## config.mk

```make
export PLATFORM = sky130hd
export DESIGN_NAME = seq_alu_flat
export DESIGN_NICKNAME = d
export VERILOG_FILES = /design/src/rtl/seq_alu_if.sv /design/src/rtl/seq_alu.sv /design/src/flat_wrapper.sv
export SDC_FILE = /design/constraint.sdc
export NUM_CORES = 1
export LEC_CHECK = 0
export BUFFER_PORTS_ARGS = -buffer_cell sky130_fd_sc_hd__buf_2
export CAP_MARGIN = 20
export CORE_MARGIN = 1
export CORE_UTILIZATION = 55
export DETAILED_ROUTE_END_ITERATION = 8
export HOLD_SLACK_MARGIN = 0.15
export PLACE_DENSITY = 0.77
export SLEW_MARGIN = 10
export SYNTH_ARGS = -nofsm -noshare
export SYNTH_HDL_FRONTEND = slang
export SYNTH_SLANG_ARGS = --single-unit
```

## constraint.sdc

```tcl
create_clock -name clk -period 2.5 [get_ports clk]
set_input_delay 0.5 -clock clk [delete_from_list [all_inputs] [get_ports clk]]
set_output_delay 0.5 -clock clk [all_outputs]
set_load 0.03 [all_outputs]
```

## src/rtl/seq_alu_if.sv

```systemverilog
// Request/response bus of the sequential ALU: operands and opcode in, result and flags out.
interface seq_alu_if #(
    parameter int WIDTH = 8
);
    logic             in_valid;
    logic             in_ready;
    logic [WIDTH-1:0] a;
    logic [WIDTH-1:0] b;
    logic [2:0]       op;
    logic             out_valid;
    logic             out_ready;
    logic [WIDTH-1:0] result;
    logic             carry;
    logic             zero;
    logic             err;

    modport master (
        output in_valid, a, b, op, out_ready,
        input  in_ready, out_valid, result, carry, zero, err
    );

    modport slave (
        input  in_valid, a, b, op, out_ready,
        output in_ready, out_valid, result, carry, zero, err
    );
endinterface

```

## src/rtl/seq_alu.sv

```systemverilog
// Sequential ALU: single-cycle add/sub/negate/logic ops, iterative shift-add
// multiply and restoring-division modulo, valid/ready handshake on both sides.
module seq_alu #(
    parameter int WIDTH  = 8,
    parameter bit MUL_EN = 1'b1
) (
    input  logic      clk,
    input  logic      reset,
    seq_alu_if.slave  bus
);
    localparam int CNT_W = $clog2(WIDTH + 1);

    typedef enum logic [1:0] {IDLE = 2'd0, BUSY = 2'd1, DONE = 2'd2} stateT;
    typedef enum logic [2:0] {
        OP_NEGA = 3'b000, OP_NEGB = 3'b001, OP_ADD = 3'b010, OP_SUB = 3'b011,
        OP_AND  = 3'b100, OP_OR   = 3'b101, OP_MUL = 3'b110, OP_MOD = 3'b111
    } opT;

    stateT            state, stateNext;
    opT               opReg, opIn;
    logic [WIDTH-1:0] opA, opB;
    logic [WIDTH-1:0] accHi, accLo;
    logic [CNT_W-1:0] stepCnt;
    logic [WIDTH-1:0] resultReg;
    logic             carryReg, zeroReg, errReg;

    logic             fire, lastStep, goBusy;
    logic [WIDTH-1:0] addX, addY;
    logic             addCin;
    logic [WIDTH:0]   addSum;
    logic [WIDTH-1:0] quickRes;
    logic             quickCarry, quickErr;
    logic [WIDTH:0]   mulSum;
    logic [WIDTH-1:0] mulHiNext, mulLoNext;
    logic [WIDTH:0]   divTrial;
    logic [WIDTH-1:0] divDiff, divRemNext;

    assign opIn     = opT'(bus.op);
    assign fire     = bus.in_valid && (state == IDLE);
    assign lastStep = (stepCnt == CNT_W'(WIDTH - 1));
    assign goBusy   = ((opIn == OP_MUL) && MUL_EN) || ((opIn == OP_MOD) && (bus.b != '0));

    assign bus.in_ready  = (state == IDLE);
    assign bus.out_valid = (state == DONE);
    assign bus.result    = resultReg;
    assign bus.carry     = carryReg;
    assign bus.zero      = zeroReg;
    assign bus.err       = errReg;

    // Single-cycle results, computed straight from the bus for the accepting cycle
    always_comb begin
        addX       = bus.a;
        addY       = bus.b;
        addCin     = 1'b0;
        quickRes   = '0;
        quickCarry = 1'b0;
        quickErr   = 1'b0;
        case (opIn)
            OP_NEGA: begin addX = ~bus.a; addY = '0;     addCin = 1'b1; end
            OP_NEGB: begin addX = ~bus.b; addY = '0;     addCin = 1'b1; end
            OP_SUB:  begin addX = bus.a;  addY = ~bus.b; addCin = 1'b1; end
            default: ;
        endcase
        addSum = {1'b0, addX} + {1'b0, addY} + {{WIDTH{1'b0}}, addCin};
        case (opIn)
            OP_NEGA, OP_NEGB, OP_ADD, OP_SUB: begin
                quickRes   = addSum[WIDTH-1:0];
                quickCarry = addSum[WIDTH];
            end
            OP_AND: quickRes = bus.a & bus.b;
            OP_OR:  quickRes = bus.a | bus.b;
            OP_MUL: quickErr = 1'b1;
            OP_MOD: begin
                quickRes = bus.a;
                quickErr = 1'b1;
            end
            default: ;
        endcase
    end

    // One iteration step of multiply (shift-add) and modulo (restoring division)
    always_comb begin
        mulSum     = {1'b0, accHi} + (accLo[0] ? {1'b0, opA} : '0);
        mulHiNext  = mulSum[WIDTH:1];
        mulLoNext  = {mulSum[0], accLo[WIDTH-1:1]};
        divTrial   = {accHi, accLo[WIDTH-1]};
        divDiff    = divTrial[WIDTH-1:0] - opB;
        divRemNext = (divTrial >= {1'b0, opB}) ? divDiff : divTrial[WIDTH-1:0];
    end

    // State register
    always_ff @(posedge clk or posedge reset) begin
        if (reset) state <= IDLE;
        else       state <= stateNext;
    end

    // Next-state logic
    always_comb begin
        stateNext = state;
        case (state)
            IDLE:    if (fire) stateNext = goBusy ? BUSY : DONE;
            BUSY:    if (lastStep) stateNext = DONE;
            DONE:    if (bus.out_ready) stateNext = IDLE;
            default: stateNext = IDLE;
        endcase
    end

    // Operand capture, iteration datapath and result/flag registers
    always_ff @(posedge clk or posedge reset) begin
        if (reset) begin
            opA       <= '0;
            opB       <= '0;
            opReg     <= OP_NEGA;
            accHi     <= '0;
            accLo     <= '0;
            stepCnt   <= '0;
            resultReg <= '0;
            carryReg  <= 1'b0;
            zeroReg   <= 1'b0;
            errReg    <= 1'b0;
        end else begin
            case (state)
                IDLE: if (fire) begin
                    opA     <= bus.a;
                    opB     <= bus.b;
                    opReg   <= opIn;
                    accHi   <= '0;
                    accLo   <= (opIn == OP_MUL) ? bus.b : bus.a;
                    stepCnt <= '0;
                    if (!goBusy) begin
                        resultReg <= quickRes;
                        carryReg  <= quickCarry;
                        zeroReg   <= (quickRes == '0);
                        errReg    <= quickErr;
                    end
                end
                BUSY: begin
                    stepCnt <= stepCnt + CNT_W'(1);
                    if (opReg == OP_MUL) begin
                        accHi <= mulHiNext;
                        accLo <= mulLoNext;
                        if (lastStep) begin
                            resultReg <= mulLoNext;
                            carryReg  <= |mulHiNext;
                            zeroReg   <= (mulLoNext == '0);
                            errReg    <= 1'b0;
                        end
                    end else begin
                        // accLo shifts dividend bits out MSB-first; quotient is not kept
                        accHi <= divRemNext;
                        accLo <= {accLo[WIDTH-2:0], 1'b0};
                        if (lastStep) begin
                            resultReg <= divRemNext;
                            carryReg  <= 1'b0;
                            zeroReg   <= (divRemNext == '0);
                            errReg    <= 1'b0;
                        end
                    end
                end
                default: ;
            endcase
        end
    end
endmodule

```

## src/flat_wrapper.sv

```systemverilog
// flat-port wrapper written by rule: the top's interface ports become plain ports
module seq_alu_flat 
#(
    parameter int WIDTH  = 8,
    parameter bit MUL_EN = 1'b1
)
  (clk, reset, bus_in_valid, bus_a, bus_b, bus_op, bus_out_ready, bus_in_ready, bus_out_valid, bus_result, bus_carry, bus_zero, bus_err);
  seq_alu_if #(.WIDTH(WIDTH)) bus_i ();
  input  logic clk;
  input  logic reset;
  input wire logic [$bits(bus_i.in_valid)-1:0] bus_in_valid;
  input wire logic [$bits(bus_i.a)-1:0] bus_a;
  input wire logic [$bits(bus_i.b)-1:0] bus_b;
  input wire logic [$bits(bus_i.op)-1:0] bus_op;
  input wire logic [$bits(bus_i.out_ready)-1:0] bus_out_ready;
  output wire logic [$bits(bus_i.in_ready)-1:0] bus_in_ready;
  output wire logic [$bits(bus_i.out_valid)-1:0] bus_out_valid;
  output wire logic [$bits(bus_i.result)-1:0] bus_result;
  output wire logic [$bits(bus_i.carry)-1:0] bus_carry;
  output wire logic [$bits(bus_i.zero)-1:0] bus_zero;
  output wire logic [$bits(bus_i.err)-1:0] bus_err;
  assign bus_i.in_valid = bus_in_valid;
  assign bus_i.a = bus_a;
  assign bus_i.b = bus_b;
  assign bus_i.op = bus_op;
  assign bus_i.out_ready = bus_out_ready;
  assign bus_in_ready = bus_i.in_ready;
  assign bus_out_valid = bus_i.out_valid;
  assign bus_result = bus_i.result;
  assign bus_carry = bus_i.carry;
  assign bus_zero = bus_i.zero;
  assign bus_err = bus_i.err;
  seq_alu #(.WIDTH(WIDTH), .MUL_EN(MUL_EN)) u_core (.clk(clk), .reset(reset), .bus(bus_i));
endmodule
```

* Word level (Yosys, flattened, before mapping)
Index checks and enable logic that the tools add are counted.
** Word-level totals
- Register bits :: 52
- Bits of input ports :: 23
- Logic and storage cells :: 98
** Cells by class
- $add $sub $neg :: 5
- $lt $le $gt $ge :: 1
- Equal/unequal tests :: 15
- Mux-type cells :: 43
- Bitwise gates (word level) :: 4
- Reduce and logical (&&, ||, !) cells :: 19
** Operator list (number)
- two-way mux 8 bit :: 12
- case mux 8 bit (2 select lines) :: 5
- case mux 8 bit (4 select lines) :: 1
- zero test 8 bit :: 3
- NOT 8 bit :: 2
- == test 3 bit, second input constant :: 5
- two-way mux 1 bit :: 15
- adder 8 x 8 -> 9 bit :: 1
- adder 8 x 9 -> 9 bit :: 1
- adder 9 x 1 -> 9 bit :: 1
- greater-or-equal comparator 9 x 8 -> 1 bit :: 1
- bitwise AND 8 bit :: 1
- two-way mux 2 bit :: 4
- OR 8 bit :: 1
- case mux 4 bit (2 select lines) :: 1
- nonzero test 8 bit :: 1
- OR reduction 8 bit :: 1
- subtractor 8 bit :: 1
- == test 3 x 2 -> 1 bit, second input constant :: 2
- case mux 1 bit (2 select lines) :: 3
- case mux 2 bit (3 select lines) :: 1
- adder 4 x 1 -> 4 bit, second input constant :: 1
- == test 4 x 3 -> 1 bit, second input constant :: 1
- two-way mux 4 bit :: 1
- other kinds (16) :: 21

* Depth between registers and ports, before layout
Gate-level depths: netlist of run 1.
- Depth after elaboration :: 10
- Depth in mapped cells :: 14
- Gate-level depth less buffers :: 12

* Least setup slack after synthesis of run 1
No wires, ideal clock.
- Path type :: in2reg
- Start point :: input bus_op[0]
- End point :: register u_core.resultReg[6] (netlist: u_core.bus.result[6])
- Setup time :: 0.065 ns
- Arrival :: 3.574 ns
- Required time :: 2.435 ns
- Slack :: -1.139 ns
- Stages on the path :: 14
- Path buffers :: 3
- Cell sequence :: clkbuf_1 -> clkbuf_1 -> buf_1 -> mux2i_1 -> mux2i_1 -> fa_1 -> fa_1 -> nor2b_1 -> o31a_1 -> nor2_1 -> nor4b_1 -> a211oi_1 -> a31oi_1 -> o211a_1
** On the way
- Word-level cells in the longest chain between the ends :: 9
- Elaborated cells on any way between the ends :: 24
** Ends and longest elaborated chain
- start: declaration :: RTL line flat_wrapper.sv:14 : input wire logic [$bits(bus_i.op)-1:0] bus_op;
- == test 3 x 1 -> 1 bit or zero test 3 bit (tied branches) :: RTL line seq_alu.sv:58, seq_alu.sv:65
- OR reduction 2 bit (no line)
- case mux 8 bit (2 select lines) :: RTL line seq_alu.sv:58 : case (opIn)
- adder 8 x 8 -> 9 bit :: RTL line seq_alu.sv:64 : addSum = {1'b0, addX} + {1'b0, addY} + {{WIDTH{1'b0}}, addCin};
- adder 9 x 1 -> 9 bit :: RTL line seq_alu.sv:64
- case mux 8 bit (4 select lines) :: RTL line seq_alu.sv:65 : case (opIn)
- two-way mux 8 bit :: RTL line seq_alu.sv:130 : if (!goBusy) begin
- two-way mux 8 bit :: RTL line seq_alu.sv:123 : IDLE: if (fire) begin
- case mux 8 bit (2 select lines) :: RTL line seq_alu.sv:122 : case (state)
- end signal: assignment :: RTL line seq_alu.sv:131 : resultReg <= quickRes;
- end signal: assignment :: RTL line seq_alu.sv:143 : resultReg <= mulLoNext;
- end signal: assignment :: RTL line seq_alu.sv:153 : resultReg <= divRemNext;
- end: declaration :: RTL line seq_alu.sv:24 : logic [WIDTH-1:0] resultReg;
Several ways; a longest one is shown, not always the timed one. The select of a mux whose other input is x is not followed.
A chain may end at the register's enable or synchronous reset.

* Worst setup path in the final report of run 1
- Start point :: input bus_op[2]
- End point :: register u_core.carryReg (netlist: u_core.bus.carry)
** On the way
- Word-level cells in the longest chain between the ends :: 9
- Elaborated cells on any way between the ends :: 22
** Ends and longest elaborated chain
- == test 3 x 1 -> 1 bit or zero test 3 bit (tied branches) :: RTL line seq_alu.sv:58, seq_alu.sv:65
- OR reduction 2 bit (no line)
- case mux 8 bit (2 select lines) :: RTL line seq_alu.sv:58
- adder 8 x 8 -> 9 bit :: RTL line seq_alu.sv:64
- adder 9 x 1 -> 9 bit :: RTL line seq_alu.sv:64
- two-way mux 1 bit :: RTL line seq_alu.sv:65
- two-way mux 1 bit :: RTL line seq_alu.sv:130
- two-way mux 1 bit :: RTL line seq_alu.sv:123
- case mux 1 bit (2 select lines) :: RTL line seq_alu.sv:122
- end signal: assignment :: RTL line seq_alu.sv:132 : carryReg <= quickCarry;
- end signal: assignment :: RTL line seq_alu.sv:144 : carryReg <= |mulHiNext;
- end: declaration :: RTL line seq_alu.sv:25 : logic carryReg, zeroReg, errReg;
Several ways; a longest one is shown, not always the timed one. The select of a mux whose other input is x is not followed.

==> results of run 1 <==
## final cells by class
class | instances | area, sq um | share of cell area
timing repair buffer | 122 | 890 | 0.159
multi-input combinational | 381 | 3070 | 0.550
inverter | 19 | 71.3 | 0.0127
clock buffer | 5 | 68.8 | 0.0123
sequential | 52 | 1300 | 0.233
tap | 102 | 128 | 0.0228
clock inverter | 2 | 60.1 | 0.0107
## worst register-to-register path: stages (launching register included)
cell      delay, ns
dfrtp_1        0.42
and2_4         0.16
ha_4           0.16
fa_2           0.36
a21o_1         0.22
a221oi_2       0.29
nor2b_1        0.09
o21a_1         0.21
nor3_1         0.19
a31oi_1        0.17
o22a_1         0.21
## metal layers
layer,wire length (um),vias to the layer above
met5,0,-
met4,500,0
met3,1020,41
met2,6190,244
met1,5870,2070
li1,-,1979
## power breakdown
| part | switching, mW | total, mW | internal, mW |
|---|---|---|---|
| combinational | 2.25 | 4.14 | 1.89 |
| clock | 0.301 | 0.696 | 0.395 |
| sequential | 0.344 | 1.57 | 1.22 |
| total | 2.90 | 6.40 | 3.50 |
## stage by stage
step / hold slack (ns) / cells / setup WS, ns
floorplan: 0.451 / 479 / -0.443
global placement: 0.456 / 664 / -0.473
detailed placement: 0.474 / 664 / -0.635
CTS: 0.269 / 679 / -0.210
global route: 0.296 / 683 / -0.408
finish: 0.253 / 683 / -0.261
## cells by family after synthesis
group | Yosys count | share of synthesized area
xor+xnor | 15 | 0.0302
simple gates | 136 | 0.170
fa+ha+maj | 32 | 0.0967
buf+inv | 46 | 0.0420
flops | 52 | 0.299
mux | 61 | 0.147
compound gates | 137 | 0.215
## final timing paths
kind                       depth (start not counted)               end             from
min in group clk                                   2   u_core.state[1]    bus_out_ready
hold / removal                                     2     u_core.opB[7]            reset
setup / recovery                                  14  u_core.bus.carry        bus_op[2]
setup reg to reg                                  10  u_core.bus.carry  u_core.accLo[0]
max in group asynchronous                          3   u_core.accHi[1]            reset
hold reg to reg                                    2    u_core.bus.err   u_core.bus.err
## timing repair
item | CTS | global route
resized for setup | 19 | 25
setup buffers | 8 | 6
pin swaps | 15 | 32
setup endpoints to repair | 10 | 13
## flip-flops by register name (all words and copies together), names as in the netlist
register           flops
u_core.accHi           8
u_core.accLo           8
u_core.bus.carry       1
u_core.bus.err         1
u_core.bus.result      8
u_core.bus.zero        1
u_core.opA             8
u_core.opB             8
u_core.opReg           3
u_core.state           2
u_core.stepCnt         4
## cells in the final DEF (no fill, tap or decap), drive strengths merged, types with 6 or more instances in the layout
cell type / synthesis / routed
mux2: 24 / 24
o21a: 6 / 6
xnor2: 8 / 8
o211ai: 8 / 8
a22o: 11 / 11
and2: 10 / 10
a21o: 8 / 8
nor2b: 11 / 11
o221ai: 6 / 6
xor2: 7 / 7
a211oi: 6 / 6
inv: 19 / 19
nor4: 6 / 6
buf: 6 / 122
nor2: 29 / 29
a31oi: 6 / 6
nand2: 37 / 37
dfrtp: 52 / 52
ha: 24 / 24
o21ai: 27 / 27
nor3: 11 / 11
mux2i: 37 / 37
a21oi: 27 / 27
==> flow_summary.ini, run 1 <==
[cts]
numClockSinks = 52
numCtsBuffers = 5
insertion_delay_ns = 0.31
h-tree-depth = 2
root_buffer = clkbuf_8
path_clk_slew_ns = 0.10
hold_buffers = 0
clockBufferDepth = 2
cts_tree = built

[die]
fp-row-count = 32
start_util = 0.566
dieArea_sq_um = 8270
core_area_sq_um = 7690
die_height_um = 90.9
io_pins = 36
fp.dieW_um = 90.9

[critical_path]
cp_cell_sequence = buf_12, nand2b_4, mux2i_1, a22oi_2, fa_2, fa_2, nor2b_4, o31a_1, buf_4, nor3_2, o21ai_1, a21oi_1, o311ai_1, o22a_1
critPathKind = in -> reg
cp_data_arrival_time_ns = 3.02
worst_setup_path_end_kind = flip-flop
cp_num_buf_inv = 2
rrSetupSlack_ns = -0.07
critPathRequiredTime_ns = 2.76
cp_top_family = compound AO/OA/AOI/OAI gates
crit_path_max_fanout = 4
max_stage_delay_ns = 0.41
cpMaxStageDelayCell = fa_2
crit_top_cell = fa_2
start_kind = primary input

[synth]
async_flop_share = 1.00
syn-num-nets = 530
synth_common_cells = dfrtp_1 (52), mux2i_1 (37), nand2_1 (37), nor2_1 (29), a21oi_1 (27)
yosysMostFrequentCell = dfrtp_1
synth_edf_count = 0
yosysSeqAreaShare = 0.299
synth_area_leaders = dfrtp_1 (30%), mux2i_1 (8.5%), ha_1 (6.9%), mux2_2 (6.2%), nand2_1 (3.2%)
synth_area_sq_um = 4350
ys_ff_latch = 52
yosysTopAreaCell = dfrtp_1
synth_warnings = 0
synth_top_area_frac = 0.299
synth_cells = 479
synth_cell_types = 67
ys.flop_type = dfrtp_1
postSynthAreaPerCell_sq_um = 9.08

[drt]
vias_per_cell = 6.35
wl_um = 13600
vias = 4334
post_drt_wl_per_cell_um = 19.9
drt-initial-drc-count = 540
drtPass1Iterations = 6
drcViolationCount = 0
ant_nets = 0

[placed_design]
hpwl_um = 9950
gp_congestion = 0.917
port_buffers = 35
placed_area_sq_um = 5170

[timing]
slew_viol_final = 0
hold_violations = 0
layout_min_cycle_time_ns = 2.76
max_freq_mhz = 362
fin_crit_sh = 1.10
relSlewSlack = 0.379
fin_skew_ns = 0.00588
worst_slew_pin_slew_ns = 0.931
grt_setup_unrepaired = true
finalSetupViolations = 7
layout_setup_ws_ns = -0.261
finalSetupTns_ns = -1.05

[global_routing]
grt_antenna_before_repair = 0
grt.met3_usage = 0.0556
grt_pass1_wl_um = 21000
overflow = 0
grt_pass1_vias = 4077
use_met1 = 0.440
grt.met2_usage = 0.508
grtUsageTotal = 0.323
grt_max_degree = 29
gr-max-usage-layer = met2

[run_status]
run_status = finished, violations left
violations = negative setup slack

[pwr]
irDropWorstVdd_mv = 0.492
leakage_nw = 2.63
powerDensity_nw_per_um2 = 1140
power.total_mw = 6.40

[cells_and_area]
drive_above_1_share = 0.346
fin_util = 0.728
syn2layout_area_growth_pct = 28.6
num-nets-final = 632
fill_cells = 557
fin_area_sq_um = 5590
insertedDiodeCount = 0

[min_path]
hp-class = in -> async

[run]
max_cap_viol_count = 0
Note: power is estimated with default switching activity, not from simulation.
==> run 2, diff against run 1 <==
--- a/config.mk
+++ b/config.mk
@@ -8,10 +8,10 @@
 export BUFFER_PORTS_ARGS = -buffer_cell sky130_fd_sc_hd__buf_2
 export CAP_MARGIN = 20
 export CORE_MARGIN = 1
-export CORE_UTILIZATION = 55
+export CORE_UTILIZATION = 66
 export DETAILED_ROUTE_END_ITERATION = 8
 export HOLD_SLACK_MARGIN = 0.15
-export PLACE_DENSITY = 0.77
+export PLACE_DENSITY_LB_ADDON = 0.15
 export SLEW_MARGIN = 10
 export SYNTH_ARGS = -nofsm -noshare
 export SYNTH_HDL_FRONTEND = slang
==> constraint.sdc (replaced) <==
create_clock -name clk -period 3.4 [get_ports clk]
set_input_delay 0.68 -clock clk [delete_from_list [all_inputs] [get_ports clk]]
set_output_delay 0.68 -clock clk [all_outputs]
set_load 0.03 [all_outputs]
==> run 2 against run 1 <==
  * The run now ends clean
  * Clock power fell by 44%
  * Critical path type unchanged
  * Non-clock buffer count decreased by 71
  * Via count shrank 8.9%
  * Critical endpoint is now u_core.bus.result[6]
  * Power is 37% lower
==> flow_summary.ini, run 2 (synthesis gave the netlist of run 1 again) <==
[drt]
drt-initial-drc-count = 379
drcViolationCount = 0
ant_nets = 0
drtPass1Iterations = 7
vias_per_cell = 6.71
wl_um = 11700
post_drt_wl_per_cell_um = 19.8
vias = 3947

[timing]
max_freq_mhz = 328
worst_slew_pin_slew_ns = 0.893
layout_min_cycle_time_ns = 3.05
fin_crit_sh = 0.897
relSlewSlack = 0.405
grt_setup_unrepaired = false
slew_viol_final = 0
finalSetupTns_ns = 0
hold_violations = 0
finalSetupViolations = 0
fin_skew_ns = 0.00740

[critical_path]
crit_top_cell = fa_1
rrSetupSlack_ns = 0.45
start_kind = primary input
critPathKind = in -> reg
critPathRequiredTime_ns = 3.67
cp_data_arrival_time_ns = 3.32
cp_num_buf_inv = 1
worst_setup_path_end_kind = flip-flop
worstSetupStartpoint = bus_op[2]
r2r_cells = 9
crit_path_end = u_core.bus.result[6]
cp_top_family = adder cells
crit_path_max_fanout = 6
cp_cell_sequence = buf_2, nand2b_1, mux2i_1, a22oi_1, fa_1, fa_1, nor2b_1, o31a_1, nor2_1, nor4b_1, a211oi_1, a31oi_1, o211a_1
r2r_end = u_core.accHi[7]
timing.rr.start = u_core.accLo[0]
cpMaxStageDelayCell = fa_1
max_stage_delay_ns = 0.47
cp.depth = 13

[pwr]
leakage_nw = 2.22
powerDensity_nw_per_um2 = 848
power.total_mw = 4.03
irDropWorstVdd_mv = 0.674

[cells_and_area]
syn2layout_area_growth_pct = 9.18
insertedDiodeCount = 0
drive_above_1_share = 0.186
final_cell_mix = dfrtp_1 (52), nand2_1 (37), mux2i_1 (37), buf_2 (35), nor2_1 (28)
num-nets-final = 561
fin_util = 0.748
layout_commonest_cell = dfrtp_1

[die]
fp.dieW_um = 83.2
die_height_um = 83.2
fp-row-count = 29
start_util = 0.685
core_area_sq_um = 6350
io_pins = 36
dieArea_sq_um = 6920

[cts]
h-tree-depth = 2
cts_resized = 0
hold_buffers = 0
cts_tree = built
postCtsSetupBuffers = 0
numCtsBuffers = 5
numClockSinks = 52
root_buffer = clkbuf_8
path_clk_slew_ns = 0.11
insertion_delay_ns = 0.32
clockBufferDepth = 2

[global_routing]
grt_pass1_wl_um = 18900
grt_pass1_vias = 3593
grt_antenna_before_repair = 0
overflow = 0
grtUsageTotal = 0.346
grt_max_degree = 53

[placed_design]
gp_congestion = 0.931
hpwl_um = 8740
port_buffers = 35

[run]
max_cap_viol_count = 0

[run_status]
run_status = complete, no violations

[min_path]
hp-class = in -> async
run 2: cell types whose count changed in the layout (fill, tap and decap cells not counted), sizes merged:
| cell | delta |
|---|---|
| buf | -71 |
| bufinv | -2 |
| clkinv | +1 |
| clkinvlp | +1 |
| inv | +1 |
run 2: area by class of cell:
class	instances	area, sq um
timing repair buffer	51	315
sequential	52	1300
fill	483	1600
tap	77	96.3
inverter	19	71.3
clock buffer	5	68.8
clock inverter	3	27.5
multi-input combinational	381	2870
run 2: through the flow:
stage	cell area, sq um	hold WS (ns)	cells	setup slack [ns]
finish	4750	0.300	588	0.351
detailed placement	4620	0.473	578	0.0656
global route	4750	0.323	588	0.137
global placement	4620	0.459	578	0.158
floorplan	4360	0.451	479	0.0316
CTS	4710	0.498	586	0.401
run 2: worst reg2reg max path: stages (launching register included):
cell and delay (ns):
dfrtp_1 0.49, and2_1 0.20, ha_1 0.22, fa_1 0.42, a21o_1 0.20, a221oi_1 0.45
nor2b_1 0.11, o21a_1 0.20, or3_1 0.34, a22o_1 0.21
run 2: layer usage:
layer | vias up | GRT usage | wire length, um
li1 | 1841 | - | -
met1 | 1888 | 0.504 | 5160
met2 | 193 | 0.545 | 5360
met3 | 25 | 0.0368 | 913
met4 | 0 | 0.100 | 229
met5 | - | 0 | 0
run 2: how the worst min path moves through the flow:
| stage | depth (start not counted) | to |
|---|---|---|
| after floorplan | 1 | u_core.stepCnt[3] |
| after global placement | 2 | u_core.bus.err |
| after detailed placement | 2 | u_core.bus.result[4] |
| after CTS | 1 | u_core.stepCnt[3] |
| after global routing | 2 | u_core.opB[2] |
| final | 2 | u_core.opB[3] |
run 2: power by group:
group          internal (mW)  leakage, nW  switching, mW
combinational           1.02         1.53           1.42
clock                  0.152       0.0463          0.237
sequential             0.897        0.647          0.299
total                   2.07         2.22           1.96
==> run 3, diff against run 2 <==
--- a/config.mk
+++ b/config.mk
@@ -7,6 +7,7 @@
 export LEC_CHECK = 0
 export BUFFER_PORTS_ARGS = -buffer_cell sky130_fd_sc_hd__buf_2
 export CAP_MARGIN = 20
+export CORE_ASPECT_RATIO = 2
 export CORE_MARGIN = 1
 export CORE_UTILIZATION = 66
 export DETAILED_ROUTE_END_ITERATION = 8
==> run 3 against run 2 <==
  * Hold slack better by 0.18 ns
  * Clock power rose by 48%
  * Global-route usage rose by 5.7 points
  * Maximum frequency down 4.0%
  * Power is 6.7% higher
  * Clock-buffer cell count up 1
  * Sequential share of layout area decreased by 0.25 points
  * Die area is 0.29% higher
  * First-iteration DRC count down 15%
  * Sequential cell count unchanged
  * Cell area is 0.92% higher
  * Non-clock buffer count decreased by 2
  * Largest cell class unchanged
==> flow_summary.ini, run 3 (synthesis gave the netlist of run 1 again) <==
[run_status]
run_status = complete, no violations

[cells_and_area]
drive_above_1_share = 0.181
fill_cells = 472
insertedDiodeCount = 0
final_cell_mix = dfrtp_1 (52), nand2_1 (37), mux2i_1 (37), buf_2 (35), nor2_1 (28)
layout_commonest_cell = dfrtp_1
num-nets-final = 559
syn2layout_area_growth_pct = 10.2

[run]
max_cap_viol_count = 0

[critical_path]
crit_path_max_fanout = 9
cp_data_arrival_time_ns = 3.36
critPathRequiredTime_ns = 3.59
cp_top_family = compound AO/OA/AOI/OAI gates
cp_cell_sequence = buf_2, nand2b_1, mux2i_1, a22oi_1, fa_1, fa_1, nor2b_1, o31a_1, nor2_1, a211oi_1, o211ai_1, o32ai_1
crit_top_cell = fa_1
cpMaxStageDelayCell = fa_1
cp_num_buf_inv = 1
worst_setup_path_end_kind = flip-flop
critPathKind = in -> reg
start_kind = primary input
max_stage_delay_ns = 0.47

[timing]
fin_skew_ns = 0.00475
relSlewSlack = 0.307
grt_setup_unrepaired = false
slew_viol_final = 0
max_freq_mhz = 315
hold_violations = 0
worst_slew_pin_slew_ns = 1.04
hold_slack_ns = 0.485
layout_min_cycle_time_ns = 3.18
fin_crit_sh = 0.934
finalSetupViolations = 0

[die]
start_util = 0.689
fp-row-count = 41
dieArea_sq_um = 6940
die_height_um = 117
fp.dieW_um = 59.4
io_pins = 36
core_area_sq_um = 6310

[drt]
drt-initial-drc-count = 322
drcViolationCount = 0
vias = 4106
drtPass1Iterations = 7
ant_nets = 0
vias_per_cell = 6.90
wl_um = 12900
post_drt_wl_per_cell_um = 21.7

[global_routing]
grt_antenna_before_repair = 0
grt_max_degree = 37
overflow = 0
grt_pass1_wl_um = 20400
grtUsageTotal = 0.403
grt_pass1_vias = 4058

[pwr]
powerDensity_nw_per_um2 = 897
irDropWorstVdd_mv = 0.420
power.total_mw = 4.30
leakage_nw = 2.24

[cts]
cts_resized = 0
postCtsSetupBuffers = 0
h-tree-depth = 2
numClockSinks = 52
numCtsBuffers = 5
insertion_delay_ns = 0.30
root_buffer = clkbuf_16
hold_buffers = 0
path_clk_slew_ns = 0.07
clockBufferDepth = 2
cts_tree = built

[placed_design]
hpwl_um = 9720
port_buffers = 35
gp_congestion = 0.923

[min_path]
hp-class = reg -> reg
[run 3: area by class of cell]
cell class	count	area, sq um	area share
well taps	86	108	0.0225
flip-flops and latches	52	1300	0.272
inverters	19	71.3	0.0149
clock buffers	6	129	0.0269
clock inverters	2	35.0	0.00731
repair buffers	49	280	0.0585
multi-input cells	381	2870	0.598
[run 3: power breakdown]
part,switching (mW),internal (mW),leakage (nW),total [mW]
Sequential,0.310,0.899,0.647,1.21
Combinational,1.50,1.01,1.51,2.51
Clock,0.229,0.347,0.0808,0.576
Total,2.04,2.25,2.24,4.30
[run 3: worst paths after layout]
kind | from | to | slack (ns) | cells after the start
max | bus_op[0] | u_core.bus.zero | 0.22 | 12
min | u_core.bus.err | u_core.bus.err | 0.48 | 2
min in group asynchronous | reset | u_core.accHi[2] | 0.52 | 2
max reg2reg | u_core.accHi[2] | u_core.bus.result[1] | 0.49 | 8
min reg2reg | u_core.bus.err | u_core.bus.err | 0.48 | 2
max in group asynchronous | reset | u_core.bus.carry | 2.22 | 3
[run 3: through the flow]
step	instances	area (sq um)	TNS [ns]	util	setup WS (ns)
global route	595	4790	0	0.759	0.0348
detailed placement	587	4630	-0.00450	0.733	-0.00450
global placement	587	4630	0	0.733	0.101
floorplan	479	4360	0	-	0.0316
CTS	595	4790	0	0.759	0.248
finish	595	4790	0	0.759	0.224
[run 3: routing by layer]
layer  vias to the layer above  part of all wire  global-route usage
met5                         -                 0                   0
met4                         0             0.087               0.319
met3                        77             0.044              0.0593
met2                       192              0.53               0.709
met1                      1996              0.34               0.408
li1                       1841                 -                   -
[run 3: worst min-delay path: stages, from the launching register on]
cell and delay [ns]:
dfrtp_1 0.34, nand2_1 0.05, o31ai_1 0.06
